$ cat config.mk
export PLATFORM = sky130hd
export DESIGN_NAME = req_ack_scheduler
export DESIGN_NICKNAME = d
export VERILOG_FILES = /design/src/rtl/req_ack_scheduler.sv
export SDC_FILE = /design/constraint.sdc
export NUM_CORES = 1
export LEC_CHECK = 0
export BUFFER_PORTS_ARGS = -buffer_cell sky130_fd_sc_hd__buf_2
export CAP_MARGIN = 5
export CORE_UTILIZATION = 52
export CTS_CLUSTER_SIZE = 25
export DETAILED_ROUTE_END_ITERATION = 8
export GPL_TIMING_DRIVEN = 0
export PLACE_DENSITY = 0.89
export SLEW_MARGIN = 10
export SYNTH_ARGS = -nofsm -noshare
export SYNTH_HDL_FRONTEND = slang
export SYNTH_SLANG_ARGS = --single-unit
$ cat constraint.sdc
create_clock -name i_clk -period 2.45 [get_ports i_clk]
set_clock_uncertainty 0.1 [all_clocks]
set_input_delay 0 -clock i_clk [delete_from_list [all_inputs] [get_ports i_clk]]
set_output_delay 0 -clock i_clk [all_outputs]
set_load 0.01 [all_outputs]
$ cat src/rtl/req_ack_scheduler.sv
// req_ack_scheduler
//   Round-robin scheduler sharing one fixed-latency response resource among
//   NUM_REQ requesters. At most one grant per cycle; every grant is answered
//   by an ack exactly LATENCY posedges later. Tracks which requesters have a
//   grant in flight and flags requests withdrawn before being granted.
//
// Ports
//   i_clk          system clock, posedge active
//   i_rst          asynchronous reset, active high
//   i_en           1 = new grants allowed; in-flight acks always drain
//   i_req          level requests, held until the grant is seen
//   o_gnt/_id      one-hot grant pulse and its index
//   o_ack/_id      one-hot ack pulse and its index
//   o_busy         requester has a grant in flight
//   o_outstanding  popcount of o_busy
//   o_proto_err    1-cycle pulse: a waiting request was withdrawn
//   o_err_id       lowest withdrawn index (valid with o_proto_err)
module req_ack_scheduler #(
    parameter int NUM_REQ = 4,
    parameter int LATENCY = 2
) (
    input  logic                         i_clk,
    input  logic                         i_rst,
    input  logic                         i_en,
    input  logic [NUM_REQ-1:0]           i_req,
    output logic [NUM_REQ-1:0]           o_gnt,
    output logic [$clog2(NUM_REQ)-1:0]   o_gnt_id,
    output logic [NUM_REQ-1:0]           o_ack,
    output logic [$clog2(NUM_REQ)-1:0]   o_ack_id,
    output logic [NUM_REQ-1:0]           o_busy,
    output logic [$clog2(NUM_REQ+1)-1:0] o_outstanding,
    output logic                         o_proto_err,
    output logic [$clog2(NUM_REQ)-1:0]   o_err_id
);
    localparam int IW = $clog2(NUM_REQ);
    localparam int OW = $clog2(NUM_REQ+1);
    localparam int SW = IW + 1;   // room for ptr+k before wrapping

    logic [IW-1:0]              r_ptr;
    logic [NUM_REQ-1:0]         r_busy;
    logic [NUM_REQ-1:0]         r_wait;
    // Stage 0 holds the grant launched at the last edge; the ack is built
    // from the last stage, so it lands exactly LATENCY edges after the grant.
    logic [LATENCY-1:0]         r_pv;
    logic [LATENCY-1:0][IW-1:0] r_pid;

    logic [NUM_REQ-1:0] w_elig;
    logic [NUM_REQ-1:0] w_gnt_oh;
    logic [NUM_REQ-1:0] w_ack_oh;
    logic [NUM_REQ-1:0] w_err;
    logic               w_any;
    logic               w_eany;
    logic [IW-1:0]      w_win;
    logic [IW-1:0]      w_ptr_nxt;
    logic [IW-1:0]      w_eid;
    logic [SW-1:0]      w_idx;
    logic [OW-1:0]      w_cnt;

    // Round-robin search starting at r_ptr. Busy requesters are excluded
    // using the registered busy, so a requester acked at this edge cannot
    // also be regranted at this edge.
    always_comb begin
        w_elig = i_en ? (i_req & ~r_busy) : '0;
        w_any  = 1'b0;
        w_win  = '0;
        w_idx  = '0;
        for (int k = 0; k < NUM_REQ; k++) begin
            w_idx = {1'b0, r_ptr} + SW'(k);
            if (w_idx >= SW'(NUM_REQ))
                w_idx = w_idx - SW'(NUM_REQ);
            if (!w_any && w_elig[w_idx[IW-1:0]]) begin
                w_any = 1'b1;
                w_win = w_idx[IW-1:0];
            end
        end
    end

    assign w_gnt_oh  = w_any ? (NUM_REQ'(1) << w_win) : '0;
    assign w_ptr_nxt = (w_win == IW'(NUM_REQ-1)) ? '0 : w_win + 1'b1;
    assign w_ack_oh  = r_pv[LATENCY-1] ? (NUM_REQ'(1) << r_pid[LATENCY-1]) : '0;

    // Withdrawal check: lowest index wins.
    assign w_err  = r_wait & ~i_req;
    assign w_eany = |w_err;
    always_comb begin
        w_eid = '0;
        for (int i = NUM_REQ-1; i >= 0; i--)
            if (w_err[i]) w_eid = IW'(i);
    end

    always_comb begin
        w_cnt = '0;
        for (int i = 0; i < NUM_REQ; i++)
            w_cnt = w_cnt + OW'(r_busy[i]);
    end

    assign o_busy        = r_busy;
    assign o_outstanding = w_cnt;

    always_ff @(posedge i_clk or posedge i_rst) begin
        if (i_rst) begin
            r_ptr       <= '0;
            r_busy      <= '0;
            r_wait      <= '0;
            r_pv        <= '0;
            r_pid       <= '0;
            o_gnt       <= '0;
            o_gnt_id    <= '0;
            o_ack       <= '0;
            o_ack_id    <= '0;
            o_proto_err <= 1'b0;
            o_err_id    <= '0;
        end else begin
            o_gnt    <= w_gnt_oh;
            o_gnt_id <= w_win;
            if (w_any)
                r_ptr <= w_ptr_nxt;

            r_pv[0]  <= w_any;
            r_pid[0] <= w_win;
            for (int j = 1; j < LATENCY; j++) begin
                r_pv[j]  <= r_pv[j-1];
                r_pid[j] <= r_pid[j-1];
            end

            o_ack    <= w_ack_oh;
            o_ack_id <= r_pv[LATENCY-1] ? r_pid[LATENCY-1] : '0;

            // Ack and grant never hit the same index at one edge.
            r_busy <= (r_busy & ~w_ack_oh) | w_gnt_oh;

            r_wait      <= i_req & ~w_gnt_oh;
            o_proto_err <= w_eany;
            o_err_id    <= w_eid;
        end
    end
endmodule

==> metrics.md, run 1 <==
| Metric | Value |
|---|---|
| Status | finished, final reports clean |
| Detailed placer's ending HPWL | 1.855 mm |
| Sequential cell area fraction in the yosys report | 57.54% |
| Mean post-synth cell area | 11.57 um2 |
| Cts bufs inserted | 5 |
| Length in cells of the worst reg-to-reg path | 6 |
| Cell variety after synth | 31 |
| Worst Max-Slew Pin Slew | 1.072 ns |
| Post-synthesis cell count | 109 |
| Aggregate global-route resource usage | 24.27% |
| Sequence of cells on the critical path | nor2b_2 -> nand2b_1 -> o311ai_1 -> nor3_1 -> ha_1 -> mux2_4 |
| Top_reg_cell synth | sky130_fd_sc_hd__dfrtp_1 |
| Count of H-tree levels built during CTS | 2 |
| Gp weighted congestion | 0.8709 |
| Worst flop-to-flop path startpoint | o_busy[1] |
| Largest net degree at the start of global routing | 30 |
| Data arrival, critical path | 2.25 ns |
| Startpoint type of the worst setup path | register |
| Remaining DRCs | 0 |
| RSZ-0062 raised after global routing | no |
| Via count of the first global-routing pass | 966 |
| Count of TritonRoute iterations in the first routing pass | 3 |
| Fin. Hold Viols | 0 |
| Residual antenna-violating net count after detailed routing | 0 |
| Crit path max fanout | 5 |
| Required @ worst endpoint | 2.56 ns |
| Number of antenna violations at the first check in global routing | 0 |
| Drt total wl | 2.543 mm |
| CTS sink count | 29 |
| Number of top-level pins | 29 |
| Nets@finish | 163 |
| Power per unit of standard cell area | 854.9 mW/mm2 |
| Synth top area cells | sky130_fd_sc_hd__dfrtp_1, sky130_fd_sc_hd__ha_1, sky130_fd_sc_hd__inv_1, sky130_fd_sc_hd__nand2_1, sky130_fd_sc_hd__and2_1 |
| Hold buffers post-CTS | 6 |
| Starting density of the core | 55.94% |
| Std cell rows | 17 |
| Cell type with the highest aggregate area in the netlist | sky130_fd_sc_hd__dfrtp_1 |
| Total routed wire length on the met1 layer | 1.056 mm |
| Time the final worst path needs with I/O delays and setup | 2.141 ns |
| Detailed-route via count | 907 |
| Resized Gates After CTS | 0 |
| Achievable Freq | 0.4670 GHz |
| Via/cell ratio | 5.096 |
| Max_cap viols | 0 |
| Final setup TNS | 0 ns |
| Global-route wire length before repair | 4.367 mm |
| Top routing layer used | met4 |
| Relative area change from synthesis to final layout | 22.12% |
| Slowest cell delay on critical path | 0.41 ns |
| Synthesized cell area | 0.001261 mm2 |
| Endpoint of the lowest-slack register-to-register path | r_ptr[1] |
| Depth of the worst hold-timing path | 0 |
| Number of port buffers | 27 |
| Highest ir drop seen on vdd | 543.0 uV |
| Clock Pin Slew Worst Setup and Hold Paths | 0.08 ns |
| Finished Layout Cells | 178 |
| Remaining global-route overflow | 0 |
| Maximum clock path buffer count | 2 |
| Per-cell routed wire length | 14.29 um |
| DP Cell Count | 164 |
| Critical Path Slowest Stage Cell | sky130_fd_sc_hd__dfrtp_1 |
| Post-Syn Nets | 123 |
| Die Footprint | 0.002627 mm2 |
| # Post-CTS Setup Buffers | 0 |
| Share of Yosys cell area claimed by the top area cell type | 57.54% |
| Initial DRC Count | 8 |
| Horiz. Die Dim | 51.25 um |
| CTS root buffer | sky130_fd_sc_hd__clkbuf_4 |
| Clock tree from TritonCTS | yes |
| Final worst path period share | 87.40% |
| DR WL met2 | 1.304 mm |
| Number of enable flip-flop cells after synthesis | 0 |
| Hold Path Origin | r_pv[0] |
| Number of register bits inferred by synthesis | 29 |
| Path class of the lowest-slack min-delay path | register to register |
| LEAKAGE | 0.8509 nW |
| Met3 WL | 122 um |
| Kind of critical path | register to register |
| Fraction of layout cells with a size suffix above 1 | 27.33% |
| Die H | 51.25 um |
| Asr flop ratio synth | 100.0% |
| Clk Latency, worst-skew pair | 0.32 ns |
| Remaining max-slew budget at the tightest pin | 28.48% |
| Layout filler cell count | 182 |
| Count of inserted antenna diode cells | 0 |
| Core area | 0.002255 mm2 |
| Endpoint of the worst hold path | r_pv[1] |
| Register-to-register setup slack | 0.31 ns |
| Nature of the critical path endpoint | register |
| Max Slew Vio Count | 0 |
| Final setup violating endpoints | 0 |
| Count of synthesis-stage warnings from yosys | 0 |
==> registers in the layout, summed over array words and instances, names as in the netlist <==
name,cells
o_busy,4
o_err_id,2
r_wait,4
r_pid,4
r_pv,2
o_gnt,4
o_ack,4
r_ptr,2
o_ack_id,2
o_proto_err,1
==> logic make-up (layout without fill, tap and decap cells) <==
family	count (synthesis)	count (layout)	share of synthesized area [%]
multiplexers	2	2	1.984
flip-flops	29	29	57.54
buffers and inverters	17	58	5.753
adder cells (fa/ha/maj)	7	7	7.540
AO/OA/AOI/OAI	17	17	9.722
AND/OR/NAND/NOR	37	37	17.46
==> through the flow <==
stage | setup WS [ns] | hold slack (ns) | util [%] | total power [mW] | cell area [um2]
floorplan | 0.5140 | -0.02189 | - | 0.9050 | 1261
finish | 0.3086 | 0.2540 | 68.31 | 1.317 | 1540
global placement | 0.3456 | 0.1379 | 63.49 | 1.029 | 1431
detailed placement | 0.3160 | 0.1513 | 63.49 | 1.058 | 1431
CTS | 0.2861 | 0.2579 | 68.31 | 1.328 | 1540
global route | 0.1157 | 0.2625 | 68.31 | 1.423 | 1540
==> final cells by class <==
| cell class | instances | area (um2) | share of cell area (%) |
|---|---|---|---|
| flip-flops and latches | 29 | 725.7 | 47.12 |
| inverters | 14 | 52.55 | 3.412 |
| well taps | 28 | 35.03 | 2.275 |
| plain buffers | 3 | 20.02 | 1.300 |
| clock buffers | 8 | 48.80 | 3.168 |
| multi-input cells | 63 | 462.9 | 30.06 |
| repair buffers | 33 | 195.2 | 12.67 |
==> cell usage after synthesis, types with 2 or more instances <==
cell type and n:
sky130_fd_sc_hd__dfrtp_1 29, sky130_fd_sc_hd__inv_1 14, sky130_fd_sc_hd__nand2_1 10, sky130_fd_sc_hd__a21oi_1 6, sky130_fd_sc_hd__ha_1 6, sky130_fd_sc_hd__and2_1 5, sky130_fd_sc_hd__o21ai_0 5, sky130_fd_sc_hd__nor2_1 3
sky130_fd_sc_hd__nor2b_1 3, sky130_fd_sc_hd__and3_1 2, sky130_fd_sc_hd__buf_4 2, sky130_fd_sc_hd__nand2b_1 2, sky130_fd_sc_hd__nor2b_2 2, sky130_fd_sc_hd__nor3_1 2, sky130_fd_sc_hd__nor4bb_1 2
==> where the power goes <==
group	total (mW)	switching, mW	internal, mW
sequential	0.630	0.0774	0.552
clock	0.263	0.149	0.114
combinational	0.424	0.233	0.191
==> metal layers <==
layer	global-route usage, %	vias up
met5	0	-
met2	39.25	26
met4	11.71	0
met1	28.24	436
met3	9.226	7
li1	-	438
==> worst max-delay path by stage <==
stage | to | slack [ns] | start
after floorplan | r_ptr[1] | 0.51 | o_busy[2]
after global placement | r_ptr[1] | 0.35 | o_busy[1]
after detailed placement | r_ptr[1] | 0.32 | o_busy[1]
after CTS | r_ptr[1] | 0.29 | o_busy[1]
after global routing | r_ptr[1] | 0.12 | o_busy[2]
final | r_ptr[1] | 0.31 | o_busy[1]
==> placed cells by master, fill, tap and decap left out, types with 3 or more instances in the layout <==
master / count
sky130_fd_sc_hd__nor2_1: 3
sky130_fd_sc_hd__inv_1: 14
sky130_fd_sc_hd__nor2b_1: 3
sky130_fd_sc_hd__o21ai_0: 5
sky130_fd_sc_hd__a21oi_1: 6
sky130_fd_sc_hd__clkbuf_1: 3
sky130_fd_sc_hd__clkbuf_4: 5
sky130_fd_sc_hd__nand2_1: 10
sky130_fd_sc_hd__dfrtp_1: 29
sky130_fd_sc_hd__buf_2: 28
sky130_fd_sc_hd__ha_1: 6
sky130_fd_sc_hd__dlygate4sd3_1: 6
sky130_fd_sc_hd__and2_1: 5
==> worst max-delay path: cells and delay by family, from the launching register on <==
| family | cells | cell delay, ns |
|---|---|---|
| fa+ha+maj | 1 | 0.30 |
| mux | 1 | 0.25 |
| flops | 1 | 0.41 |
| compound gates | 1 | 0.15 |
| simple gates | 3 | 0.82 |
No activity file was read; power rests on OpenSTA's default activity.
==> run 2: changes to the inputs <==
Settings changed: CORE_UTILIZATION 52 to 41, PLACE_DENSITY 0.89 to 0.75.
==> run 2 against run 1 <==
The run now ends with design-rule violations left. First-iteration DRC count is 63% higher. Sequential power is 0.6% lower. Setup slack worse by 0.028 ns. Final cell count is 1.1% higher. Die area is 26% higher. Combinational power is 3% lower. Final area is 0.65% higher. Sequential cell count stayed put. Worst hold slack better by 0.0091 ns. Largest cell class unchanged.
==> metrics.md, run 2 (synthesized netlist as in run 1, its figures left out) <==
| Metric | Value |
|---|---|
| DP Cell Count | 167 |
| Nets@finish | 163 |
| LEAKAGE | 0.8557 nW |
| Worst Max-Slew Pin Slew | 1.031 ns |
| Via/cell ratio | 5.017 |
| Global-route wire length before repair | 3.919 mm |
| Nature of the critical path endpoint | register |
| Setup Slack @ Placement | 0.2890 ns |
| Drt total wl | 2.327 mm |
| Relative area change from synthesis to final layout | 22.92% |
| Time the final worst path needs with I/O delays and setup | 2.170 ns |
| Sequence of cells on the critical path | nor2b_2 -> nand2b_1 -> o311ai_1 -> nor3_1 -> ha_1 -> mux2_4 |
| Buffers & Inverters on Critical Path | 0 |
| Std cell rows | 19 |
| Final setup TNS | 0 ns |
| Largest net degree at the start of global routing | 30 |
| Remaining global-route overflow | 0 |
| Gp weighted congestion | 0.7926 |
| Initial DRC Count | 13 |
| RSZ-0062 raised after global routing | no |
| Detailed placer's ending HPWL | 1.650 mm |
| Number of antenna violations at the first check in global routing | 0 |
| Horiz. Die Dim | 57.46 um |
| CTS root buffer | sky130_fd_sc_hd__clkbuf_4 |
| # Post-CTS Setup Buffers | 0 |
| Critical Path Slowest Stage Cell | sky130_fd_sc_hd__nor3_1 |
| Data arrival, critical path | 2.31 ns |
| Status | complete, but fails checks |
| Final setup violating endpoints | 0 |
| Count of inserted antenna diode cells | 0 |
| Max_cap viols | 0 |
| Starting density of the core | 44.58% |
| Violations in the final reports | design-rule violations |
| Remaining DRCs | 5 |
| Number of port buffers | 27 |
| Aggregate global-route resource usage | 16.70% |
| Residual antenna-violating net count after detailed routing | 0 |
| Power per unit of standard cell area | 858.0 mW/mm2 |
| Max Slew Vio Count | 0 |
| Required @ worst endpoint | 2.59 ns |
| Finished Layout Cells | 180 |
| Count of H-tree levels built during CTS | 2 |
| Detailed-route via count | 903 |
| Die H | 57.46 um |
| Clock tree from TritonCTS | yes |
| Kind of critical path | register to register |
| Commonest cells after routing, fill and taps aside | sky130_fd_sc_hd__dfrtp_1, sky130_fd_sc_hd__buf_2, sky130_fd_sc_hd__inv_1 |
| Per-cell routed wire length | 12.93 um |
| Count of TritonRoute iterations in the first routing pass | 8 |
| Startpoint type of the worst setup path | register |
| Clk Latency, worst-skew pair | 0.34 ns |
| Maximum clock path buffer count | 2 |
| Category of cells accounting for the largest share of critical-path delay | simple AND/OR/NAND/NOR gates |
| Resized Gates After CTS | 0 |
| Crit path max fanout | 5 |
| CTS sink count | 29 |
| Fin. Hold Viols | 0 |
| Core area | 0.002829 mm2 |
| Die Footprint | 0.003302 mm2 |
| Cts bufs inserted | 5 |
| Highest ir drop seen on vdd | 487.3 uV |
| Final worst path period share | 88.56% |
| Number of top-level pins | 29 |
| Slowest cell delay on critical path | 0.44 ns |
| Clock Pin Slew Worst Setup and Hold Paths | 0.10 ns |
| Remaining max-slew budget at the tightest pin | 31.18% |
| Achievable Freq | 0.4609 GHz |
| Fraction of layout cells with a size suffix above 1 | 28.19% |
| Path class of the lowest-slack min-delay path | register to register |
| Via count of the first global-routing pass | 861 |
| Most common cell after layout, fill and taps aside | sky130_fd_sc_hd__dfrtp_1 |
| Final Worst Setup Slack | 0.2803 ns |
-- run 2: cell types whose count changed in the layout (fill, tap and decap cells not counted) --
cell / delta
sky130_fd_sc_hd__clkbuf_8: +1
sky130_fd_sc_hd__clkbuf_1: -2
-- run 2: final timing paths --
kind,start,to,slack (ns),cells after the start
max in group asynchronous,i_rst,o_busy[2],1.27,3
setup reg to reg,o_busy[1],r_ptr[1],0.28,6
hold / removal,r_pv[0],r_pv[1],0.26,0
hold reg to reg,r_pv[0],r_pv[1],0.26,0
setup / recovery,o_busy[1],r_ptr[1],0.28,6
min in group asynchronous,i_rst,o_busy[3],0.34,3
-- run 2: area by class of cell --
type	instances	area [um2]
fillers	246	1279
flip-flops and latches	29	725.7
multi-input cells	63	462.9
repair buffers	33	195.2
clock buffers	7	55.05
inverters	14	52.55
well taps	31	38.79
plain buffers	3	20.02
-- run 2: what timing repair did --
| action | 4_1_cts | 5_1_grt |
|---|---|---|
| hold endpoints to repair | 39 | 0 |
| setup endpoints to repair | 0 | 0 |
| hold buffers | 6 | 0 |
-- run 2: per-layer routing --
| metal | wire length, um | global-route usage (%) | share of wire (%) |
|---|---|---|---|
| met5 | 0 | 0 | 0 |
| met4 | 74 | 11.50 | 3.2 |
| met3 | 130 | 6.122 | 5.6 |
| met2 | 1071 | 23.59 | 46 |
| met1 | 1051 | 21.25 | 45 |
-- run 2: power by group --
group	total, mW	switching, mW	internal [mW]	leakage (nW)
registers	0.626	0.0734	0.552	0.368
logic	0.412	0.223	0.189	0.456
clock network	0.292	0.157	0.135	0.0314
total	1.33	0.454	0.876	0.856
-- run 2: through the flow --
step	power [mW]	cell area, um2	hold slack (ns)	util, %
after global placement	1.033	1435	0.1371	50.73
final	1.330	1550	0.2631	54.80
after floorplan	0.9050	1261	-0.02189	-
after CTS	1.347	1550	0.2642	54.80
after detailed placement	1.043	1435	0.1409	50.73
after global routing	1.425	1550	0.2763	54.80
